**src/rtl/tinytester_pkg.sv**
```systemverilog
// Shared constants for the phase-sequenced pin tester.
// Latency: n/a (constants only).
// Backpressure: n/a.
package tinytester_pkg;

  // Sequencer state encoding, also visible on state_o
  localparam int STATE_W = 2;
  localparam logic [STATE_W-1:0] ST_IDLE    = 2'd0;
  localparam logic [STATE_W-1:0] ST_RUN     = 2'd1;
  localparam logic [STATE_W-1:0] ST_DONE    = 2'd2;
  localparam logic [STATE_W-1:0] ST_ILLEGAL = 2'd3;

  // Supported parameter ranges
  localparam int WIDTH_MIN  = 1;
  localparam int WIDTH_MAX  = 32;
  localparam int PHASES_MIN = 2;
  localparam int PHASES_MAX = 16;

endpackage

```
**src/rtl/tinytester_seq_if.sv**
```systemverilog
// Register-side and pad-side bundle of the pin tester.
// Latency: n/a (wires only).
// Backpressure: none; software holds config stable while busy.
interface tinytester_seq_if #(
  parameter int WIDTH      = 32,
  parameter int NUM_PHASES = 4,
  parameter int DWELL_W    = 8,
  parameter int REP_W      = 16
);
  localparam int PH_W = $clog2(NUM_PHASES);

  // control / config from the register block
  logic                          go_i;
  logic [WIDTH-1:0]              dataout_i;
  logic [WIDTH-1:0]              oe_i;
  logic [NUM_PHASES*WIDTH-1:0]   active_i;
  logic [NUM_PHASES*DWELL_W-1:0] dwell_i;
  logic [PH_W-1:0]               cap_phase_i;
  logic [REP_W-1:0]              repeat_i;
  logic [WIDTH-1:0]              expect_i;
  logic [WIDTH-1:0]              expect_mask_i;
  // pad ring
  logic [WIDTH-1:0]              padin_i;
  logic [WIDTH-1:0]              padout_o;
  logic [WIDTH-1:0]              padoe_o;
  // status back to the register block
  logic [WIDTH-1:0]              datain_o;
  logic                          mismatch_o;
  logic                          busy_o;
  logic                          done_o;
  logic                          aborted_o;
  logic [1:0]                    state_o;

  modport master (
    output go_i, dataout_i, oe_i, active_i, dwell_i, cap_phase_i, repeat_i,
           expect_i, expect_mask_i, padin_i,
    input  padout_o, padoe_o, datain_o, mismatch_o, busy_o, done_o,
           aborted_o, state_o
  );

  modport slave (
    input  go_i, dataout_i, oe_i, active_i, dwell_i, cap_phase_i, repeat_i,
           expect_i, expect_mask_i, padin_i,
    output padout_o, padoe_o, datain_o, mismatch_o, busy_o, done_o,
           aborted_o, state_o
  );

endinterface

```
**src/rtl/tinytester_phase_sel.sv**
```systemverilog
// Selects one phase's mask and dwell out of the flattened config buses.
// Latency: combinational.
// Backpressure: none.
module tinytester_phase_sel #(
  parameter int WIDTH      = 32,
  parameter int NUM_PHASES = 4,
  parameter int DWELL_W    = 8,
  parameter int PH_W       = $clog2(NUM_PHASES)
) (
  input  logic [PH_W-1:0]               idx_i,
  input  logic [PH_W-1:0]               cap_phase_i,
  input  logic [NUM_PHASES*WIDTH-1:0]   active_i,
  input  logic [NUM_PHASES*DWELL_W-1:0] dwell_i,
  output logic [WIDTH-1:0]              mask_o,
  output logic [DWELL_W-1:0]            dwell_o,
  output logic                          cap_hit_o,
  output logic                          last_o
);

  // Explicit compare per phase so an index past NUM_PHASES-1 yields zeros
  always_comb begin
    mask_o  = '0;
    dwell_o = '0;
    for (int p = 0; p < NUM_PHASES; p++) begin
      if (idx_i == PH_W'(p)) begin
        mask_o  = active_i[p*WIDTH +: WIDTH];
        dwell_o = dwell_i[p*DWELL_W +: DWELL_W];
      end
    end
  end

  assign cap_hit_o = (idx_i == cap_phase_i);
  assign last_o    = (idx_i == PH_W'(NUM_PHASES - 1));

endmodule

```
**src/rtl/tinytester_seq.sv**
```systemverilog
// Phase-sequenced pad driver with per-iteration capture and masked compare.
// Latency: phase-0 pattern on pads one edge after go_i is sampled; DONE on the edge ending the last phase.
// Backpressure: none; dropping go_i mid-run aborts on the next edge and tri-states the pads.
module tinytester_seq
  import tinytester_pkg::*;
#(
  parameter int WIDTH      = 32,
  parameter int NUM_PHASES = 4,
  parameter int DWELL_W    = 8,
  parameter int REP_W      = 16
) (
  input  logic           clk,
  input  logic           rst_n,
  tinytester_seq_if.slave io
);

  localparam int PH_W = $clog2(NUM_PHASES);

  logic [STATE_W-1:0] state_q,     state_d;
  logic [PH_W-1:0]    phase_q,     phase_d;
  logic [DWELL_W-1:0] dwell_cnt_q, dwell_cnt_d;
  logic [REP_W-1:0]   iter_cnt_q,  iter_cnt_d;
  logic [WIDTH-1:0]   padout_q,    padout_d;
  logic [WIDTH-1:0]   padoe_q,     padoe_d;
  logic [WIDTH-1:0]   datain_q,    datain_d;
  logic               mismatch_q,  mismatch_d;
  logic               aborted_q,   aborted_d;

  // current-phase decode (capture point and end of iteration)
  logic               cur_cap_hit, cur_last;
  logic [WIDTH-1:0]   cur_mask_unused;
  logic [DWELL_W-1:0] cur_dwell_unused;
  // reload source: next phase, or phase 0 at start / wrap
  logic [PH_W-1:0]    nxt_idx;
  logic [WIDTH-1:0]   nxt_mask;
  logic [DWELL_W-1:0] nxt_dwell;
  logic               nxt_cap_hit_unused, nxt_last_unused;

  tinytester_phase_sel #(
    .WIDTH(WIDTH), .NUM_PHASES(NUM_PHASES), .DWELL_W(DWELL_W), .PH_W(PH_W)
  ) u_cur_sel (
    .idx_i       (phase_q),
    .cap_phase_i (io.cap_phase_i),
    .active_i    (io.active_i),
    .dwell_i     (io.dwell_i),
    .mask_o      (cur_mask_unused),
    .dwell_o     (cur_dwell_unused),
    .cap_hit_o   (cur_cap_hit),
    .last_o      (cur_last)
  );

  // Index of the phase to load on the next phase boundary
  always_comb begin
    nxt_idx = '0;
    if (state_q == ST_RUN && !cur_last) begin
      nxt_idx = phase_q + 1'b1;
    end
  end

  tinytester_phase_sel #(
    .WIDTH(WIDTH), .NUM_PHASES(NUM_PHASES), .DWELL_W(DWELL_W), .PH_W(PH_W)
  ) u_nxt_sel (
    .idx_i       (nxt_idx),
    .cap_phase_i (io.cap_phase_i),
    .active_i    (io.active_i),
    .dwell_i     (io.dwell_i),
    .mask_o      (nxt_mask),
    .dwell_o     (nxt_dwell),
    .cap_hit_o   (nxt_cap_hit_unused),
    .last_o      (nxt_last_unused)
  );

  // Sequencer next state: phase stepping, iteration repeat, capture, abort
  always_comb begin
    state_d     = state_q;
    phase_d     = phase_q;
    dwell_cnt_d = dwell_cnt_q;
    iter_cnt_d  = iter_cnt_q;
    padout_d    = padout_q;
    padoe_d     = padoe_q;
    datain_d    = datain_q;
    mismatch_d  = mismatch_q;
    aborted_d   = aborted_q;

    case (state_q)
      ST_IDLE: begin
        if (io.go_i) begin
          state_d     = ST_RUN;
          phase_d     = '0;
          dwell_cnt_d = nxt_dwell;
          iter_cnt_d  = io.repeat_i;
          padout_d    = io.dataout_i & nxt_mask;
          padoe_d     = io.oe_i;
          mismatch_d  = 1'b0;
          aborted_d   = 1'b0;
        end
      end

      ST_RUN: begin
        if (!io.go_i) begin
          // abort beats any phase end or capture due on this edge
          state_d   = ST_IDLE;
          padoe_d   = '0;
          aborted_d = 1'b1;
        end else if (dwell_cnt_q != '0) begin
          dwell_cnt_d = dwell_cnt_q - 1'b1;
        end else begin
          // last cycle of the current phase
          if (cur_cap_hit) begin
            datain_d = io.padin_i;
            if (((io.padin_i ^ io.expect_i) & io.expect_mask_i) != '0) begin
              mismatch_d = 1'b1;
            end
          end
          if (!cur_last) begin
            phase_d     = phase_q + 1'b1;
            dwell_cnt_d = nxt_dwell;
            padout_d    = io.dataout_i & nxt_mask;
          end else if (iter_cnt_q != '0) begin
            iter_cnt_d  = iter_cnt_q - 1'b1;
            phase_d     = '0;
            dwell_cnt_d = nxt_dwell;
            padout_d    = io.dataout_i & nxt_mask;
          end else begin
            // pads keep driving the final pattern
            state_d = ST_DONE;
          end
        end
      end

      ST_DONE: begin
        if (!io.go_i) begin
          state_d = ST_IDLE;
        end
      end

      default: begin
        // unused encoding recovers to IDLE without touching the pads
        state_d = ST_IDLE;
      end
    endcase
  end

  // State and datapath registers with synchronous active-low reset
  always_ff @(posedge clk) begin
    if (!rst_n) begin
      state_q     <= ST_IDLE;
      phase_q     <= '0;
      dwell_cnt_q <= '0;
      iter_cnt_q  <= '0;
      padout_q    <= '0;
      padoe_q     <= '0;
      datain_q    <= '0;
      mismatch_q  <= 1'b0;
      aborted_q   <= 1'b0;
    end else begin
      state_q     <= state_d;
      phase_q     <= phase_d;
      dwell_cnt_q <= dwell_cnt_d;
      iter_cnt_q  <= iter_cnt_d;
      padout_q    <= padout_d;
      padoe_q     <= padoe_d;
      datain_q    <= datain_d;
      mismatch_q  <= mismatch_d;
      aborted_q   <= aborted_d;
    end
  end

  assign io.padout_o   = padout_q;
  assign io.padoe_o    = padoe_q;
  assign io.datain_o   = datain_q;
  assign io.mismatch_o = mismatch_q;
  assign io.aborted_o  = aborted_q;
  assign io.busy_o     = (state_q == ST_RUN);
  assign io.done_o     = (state_q == ST_DONE);
  assign io.state_o    = state_q;

endmodule

```
**src/flat_wrapper.sv**
```systemverilog
// flat-port wrapper written by rule: the top's interface ports become plain ports
module tinytester_seq_flat import tinytester_pkg::*;
#(
  parameter int WIDTH      = 32,
  parameter int NUM_PHASES = 4,
  parameter int DWELL_W    = 8,
  parameter int REP_W      = 16
)
  (clk, rst_n, io_go_i, io_dataout_i, io_oe_i, io_active_i, io_dwell_i, io_cap_phase_i, io_repeat_i, io_expect_i, io_expect_mask_i, io_padin_i, io_padout_o, io_padoe_o, io_datain_o, io_mismatch_o, io_busy_o, io_done_o, io_aborted_o, io_state_o);
  tinytester_seq_if #(.WIDTH(WIDTH), .NUM_PHASES(NUM_PHASES), .DWELL_W(DWELL_W), .REP_W(REP_W)) io_i ();
  input  logic clk;
  input  logic rst_n;
  input wire logic [$bits(io_i.go_i)-1:0] io_go_i;
  input wire logic [$bits(io_i.dataout_i)-1:0] io_dataout_i;
  input wire logic [$bits(io_i.oe_i)-1:0] io_oe_i;
  input wire logic [$bits(io_i.active_i)-1:0] io_active_i;
  input wire logic [$bits(io_i.dwell_i)-1:0] io_dwell_i;
  input wire logic [$bits(io_i.cap_phase_i)-1:0] io_cap_phase_i;
  input wire logic [$bits(io_i.repeat_i)-1:0] io_repeat_i;
  input wire logic [$bits(io_i.expect_i)-1:0] io_expect_i;
  input wire logic [$bits(io_i.expect_mask_i)-1:0] io_expect_mask_i;
  input wire logic [$bits(io_i.padin_i)-1:0] io_padin_i;
  output wire logic [$bits(io_i.padout_o)-1:0] io_padout_o;
  output wire logic [$bits(io_i.padoe_o)-1:0] io_padoe_o;
  output wire logic [$bits(io_i.datain_o)-1:0] io_datain_o;
  output wire logic [$bits(io_i.mismatch_o)-1:0] io_mismatch_o;
  output wire logic [$bits(io_i.busy_o)-1:0] io_busy_o;
  output wire logic [$bits(io_i.done_o)-1:0] io_done_o;
  output wire logic [$bits(io_i.aborted_o)-1:0] io_aborted_o;
  output wire logic [$bits(io_i.state_o)-1:0] io_state_o;
  assign io_i.go_i = io_go_i;
  assign io_i.dataout_i = io_dataout_i;
  assign io_i.oe_i = io_oe_i;
  assign io_i.active_i = io_active_i;
  assign io_i.dwell_i = io_dwell_i;
  assign io_i.cap_phase_i = io_cap_phase_i;
  assign io_i.repeat_i = io_repeat_i;
  assign io_i.expect_i = io_expect_i;
  assign io_i.expect_mask_i = io_expect_mask_i;
  assign io_i.padin_i = io_padin_i;
  assign io_padout_o = io_i.padout_o;
  assign io_padoe_o = io_i.padoe_o;
  assign io_datain_o = io_i.datain_o;
  assign io_mismatch_o = io_i.mismatch_o;
  assign io_busy_o = io_i.busy_o;
  assign io_done_o = io_i.done_o;
  assign io_aborted_o = io_i.aborted_o;
  assign io_state_o = io_i.state_o;
  tinytester_seq #(.WIDTH(WIDTH), .NUM_PHASES(NUM_PHASES), .DWELL_W(DWELL_W), .REP_W(REP_W)) u_core (.clk(clk), .rst_n(rst_n), .io(io_i));
endmodule
```
**config.mk**
```make
export PLATFORM = sky130hd
export DESIGN_NAME = tinytester_seq_flat
export DESIGN_NICKNAME = d
export VERILOG_FILES = /design/src/rtl/tinytester_pkg.sv /design/src/rtl/tinytester_seq_if.sv /design/src/rtl/tinytester_phase_sel.sv /design/src/rtl/tinytester_seq.sv /design/src/flat_wrapper.sv
export SDC_FILE = /design/constraint.sdc
export NUM_CORES = 1
export LEC_CHECK = 0
export BUFFER_PORTS_ARGS = -buffer_cell sky130_fd_sc_hd__buf_2
export CAP_MARGIN = 30
export CORE_AREA = 10 10 165 167
export CTS_BUF_LIST = sky130_fd_sc_hd__clkbuf_4
export DETAILED_ROUTE_END_ITERATION = 10
export DIE_AREA = 0 0 175 177
export SLEW_MARGIN = 20
export SYNTH_ARGS = -nofsm -noshare
export SYNTH_HDL_FRONTEND = slang
export SYNTH_SLANG_ARGS = --single-unit
```
**constraint.sdc**
```tcl
create_clock -name clk -period 2.6 [get_ports clk]
set_input_delay 0.39 -clock clk [delete_from_list [all_inputs] [get_ports clk]]
set_output_delay 0.39 -clock clk [all_outputs]
set_load 0.005 [all_outputs]
```
==> impl_metrics.toml <==
[status]
outcome = "finished clean"

[logic_synthesis]
synth_nets = 1290
synth_cell_type_count = 61
synthFlopType = "dfxtp_1"
synth_common_cells = "126 x dfxtp_1, 98 x nand2_1, 94 x a21oi_1, 94 x o21ai_0, 57 x clkbuf_1"
synth.area.top_cells = "dfxtp_1 34%, a21oi_1 6.3%, o21ai_0 6.3%, mux2i_1 5.4%, a22oi_1 4.9%"
syn_avg_cell_area_um2 = 7.88
synth_edf_count = 0
netlist_instances = 944
synth_area_um2 = 7440
synthArstFlopShare_pct = 0
yosysTopAreaCellShare_pct = 33.9
yosysWarnings = 0
ys_seq_area_share_pct = 33.9
synth-seq-cells = 126
yosys.cell_count.top_type = "dfxtp_1"
yosysTopAreaCell = "dfxtp_1"

[sta]
finalHoldViolations = 0
rsz0062_at_grt = "no"
finClkSkew_ns = 0.0278
fin_crit_ns = 2.40
setup_tns_ns = 0
tightestPinTransition_ns = 0.629
slew_violations = 0
finalCritPeriodShare_pct = 92.2
slew_headroom_pct = 57.7
timing.fmax_mhz = 417
setup_violations = 0

[worst_setup_path]
cp-startpoint = "u_core.dwell_cnt_q[0]"
critPathKind = "register to register"
critical_path_arrival_ns = 2.83
cp.required_ns = 3.03
reg2regPathDepth = 8
crit_fanout = 18
r2r-start = "u_core.dwell_cnt_q[0]"
end_kind = "register"
crit_path_start_kind = "register"

[clock_tree]
postCtsHoldBufs = 0
clock_latency_ns = 0.54
cts_inserted_buffers = 17
clockBufferDepth = 2
clock_sinks = 126
post_cts_buffers = 0
cts_tree = "built"
clkSlewWorstSetupHoldPaths_ns = 0.13
h-tree-depth = 4
root_buffer = "clkbuf_4"
cts-resized-gates = 0

[routing]
wire_per_inst_um = 19.7
routed_wl_mm = 33.5
vias = 8689
viasPerCell = 5.12
route.antenna.remaining_nets = 0
first_pass_iters = 5
drt-initial-drc-count = 594
drc = 0

[global_routing]
track_usage_pct = 20.2
grt_pass1_vias = 8554
grt_overflow_total = 0
antenna_found_initial = 6
grt_pass1_wl_mm = 49.9
grt_max_degree = 53

[worst_hold_path]
hold_depth = 3
min_from = "io_oe_i[10]"
hold_path_class = "input pin to register"

[floorplan]
dieHeight_um = 177
row_count = 57
die_area_um2 = 31000
start_util_pct = 31.0
core_area_um2 = 24000
fp.dieW_um = 175
pin_count = 443

[cells_and_area]
layout.filler_cells = 2524
final_nets = 1703
area_delta_synth_final_pct = 40.3
finalInstanceArea_um2 = 10400
fin_cells = 1697
drive_gt1_share_pct = 39.8
fin_util_pct = 43.6

[power]
p_leak_nw = 4.59
peakVddDrop_v = 0.000227
p_per_area_nw_per_um2 = 470

[placement]
gp_congestion = 0.854
port-buffer-count = 442
place_inst = 1662
placed_cell_area_um2 = 10100
place_hpwl_mm = 26.3

[run]
drv_cap = 0
## kinds of logic after synthesis
| logic type | after synthesis | synth area share, % |
|---|---|---|
| AND/OR/NAND/NOR | 288 | 20.3 |
| flip-flops | 126 | 33.9 |
| AO/OA/AOI/OAI | 355 | 30.0 |
| adder cells (fa/ha/maj) | 5 | 0.841 |
| multiplexers | 40 | 5.38 |
| buffers and inverters | 95 | 5.43 |
| XOR/XNOR | 35 | 4.12 |
## power by group
part | total, mW | internal (mW) | switching (mW) | leakage, nW
registers | 2.08 | 2.02 | 0.0624 | 1.03
clock network | 1.57 | 0.776 | 0.799 | 0.171
logic | 1.25 | 0.574 | 0.674 | 3.39
total | 4.90 | 3.37 | 1.54 | 4.59
## worst max-delay path, cell delays in order, from the launching register on
cell and delay [ns]:
dfxtp_1 0.35, inv_1 0.14, ha_1 0.20, nor3b_2 0.23, nand4_2 0.17, or4_4 0.72, nand3_2 0.22, inv_2 0.05
a32o_1 0.21
## cell type report
class,instances,area (µm²),share of cell area (%)
well taps,324,405,3.88
repair buffers,476,2570,24.6
clock buffers,18,135,1.29
inverters,13,51.3,0.491
diodes,4,10.0,0.0959
flip-flops and latches,126,2520,24.2
multi-input cells,723,4560,43.7
clock inverters,13,189,1.81
## final timing paths
kind / to / slack [ns]
max: u_core.dwell_cnt_q[7] / 0.20
min: u_core.io.padoe_o[10] / 0.07
max reg2reg: u_core.dwell_cnt_q[7] / 0.20
min reg2reg: u_core.io.datain_o[2] / 0.45
## per-stage QoR
stage | power [mW] | setup slack (ns) | hold WS [ns]
detailed placement | 3.37 | 0.265 | 0.440
floorplan | 2.77 | 0.468 | 0.446
finish | 4.90 | 0.202 | 0.0742
CTS | 4.96 | 0.217 | 0.0194
global route | 5.18 | 0.0269 | 0.0211
global placement | 3.36 | 0.304 | 0.436
## layer usage
| layer | part of all wire (%) | track usage, % | wire length (µm) | vias up |
|---|---|---|---|---|
| li1 | - | - | - | 4329 |
| met2 | 52 | 35.6 | 17400 | 254 |
| met3 | 5.8 | 4.82 | 1940 | 24 |
| met4 | 1.2 | 4.66 | 417 | 2 |
| met5 | 0.039 | 0 | 13 | - |
| met1 | 41 | 24.4 | 13700 | 4080 |
## flip-flops by register name, indices dropped and copies added (netlist names)
name / flops
u_core.io.state_o: 2
u_core.io.padout_o: 32
u_core.io.aborted_o: 1
u_core.iter_cnt_q: 16
u_core.dwell_cnt_q: 8
u_core.io.datain_o: 32
u_core.phase_q: 2
u_core.io.padoe_o: 32
u_core.io.mismatch_o: 1
## cells in the final DEF, fill, tap and decap left out, types with 6 or more instances in the layout
cell	instances
mux2i_1	40
dfxtp_1	125
buf_12	8
a21oi_1	94
o22ai_1	37
nand3_2	21
buf_2	442
a221oi_1	36
a22oi_1	49
o21ai_0	94
xor2_1	35
buf_4	26
nand4_1	6
nand2b_1	40
nor2_1	56
nand3_1	27
nor3_1	12
clkbuf_4	18
inv_1	11
nand2_1	98
Power figures use the tool's default switching activity.
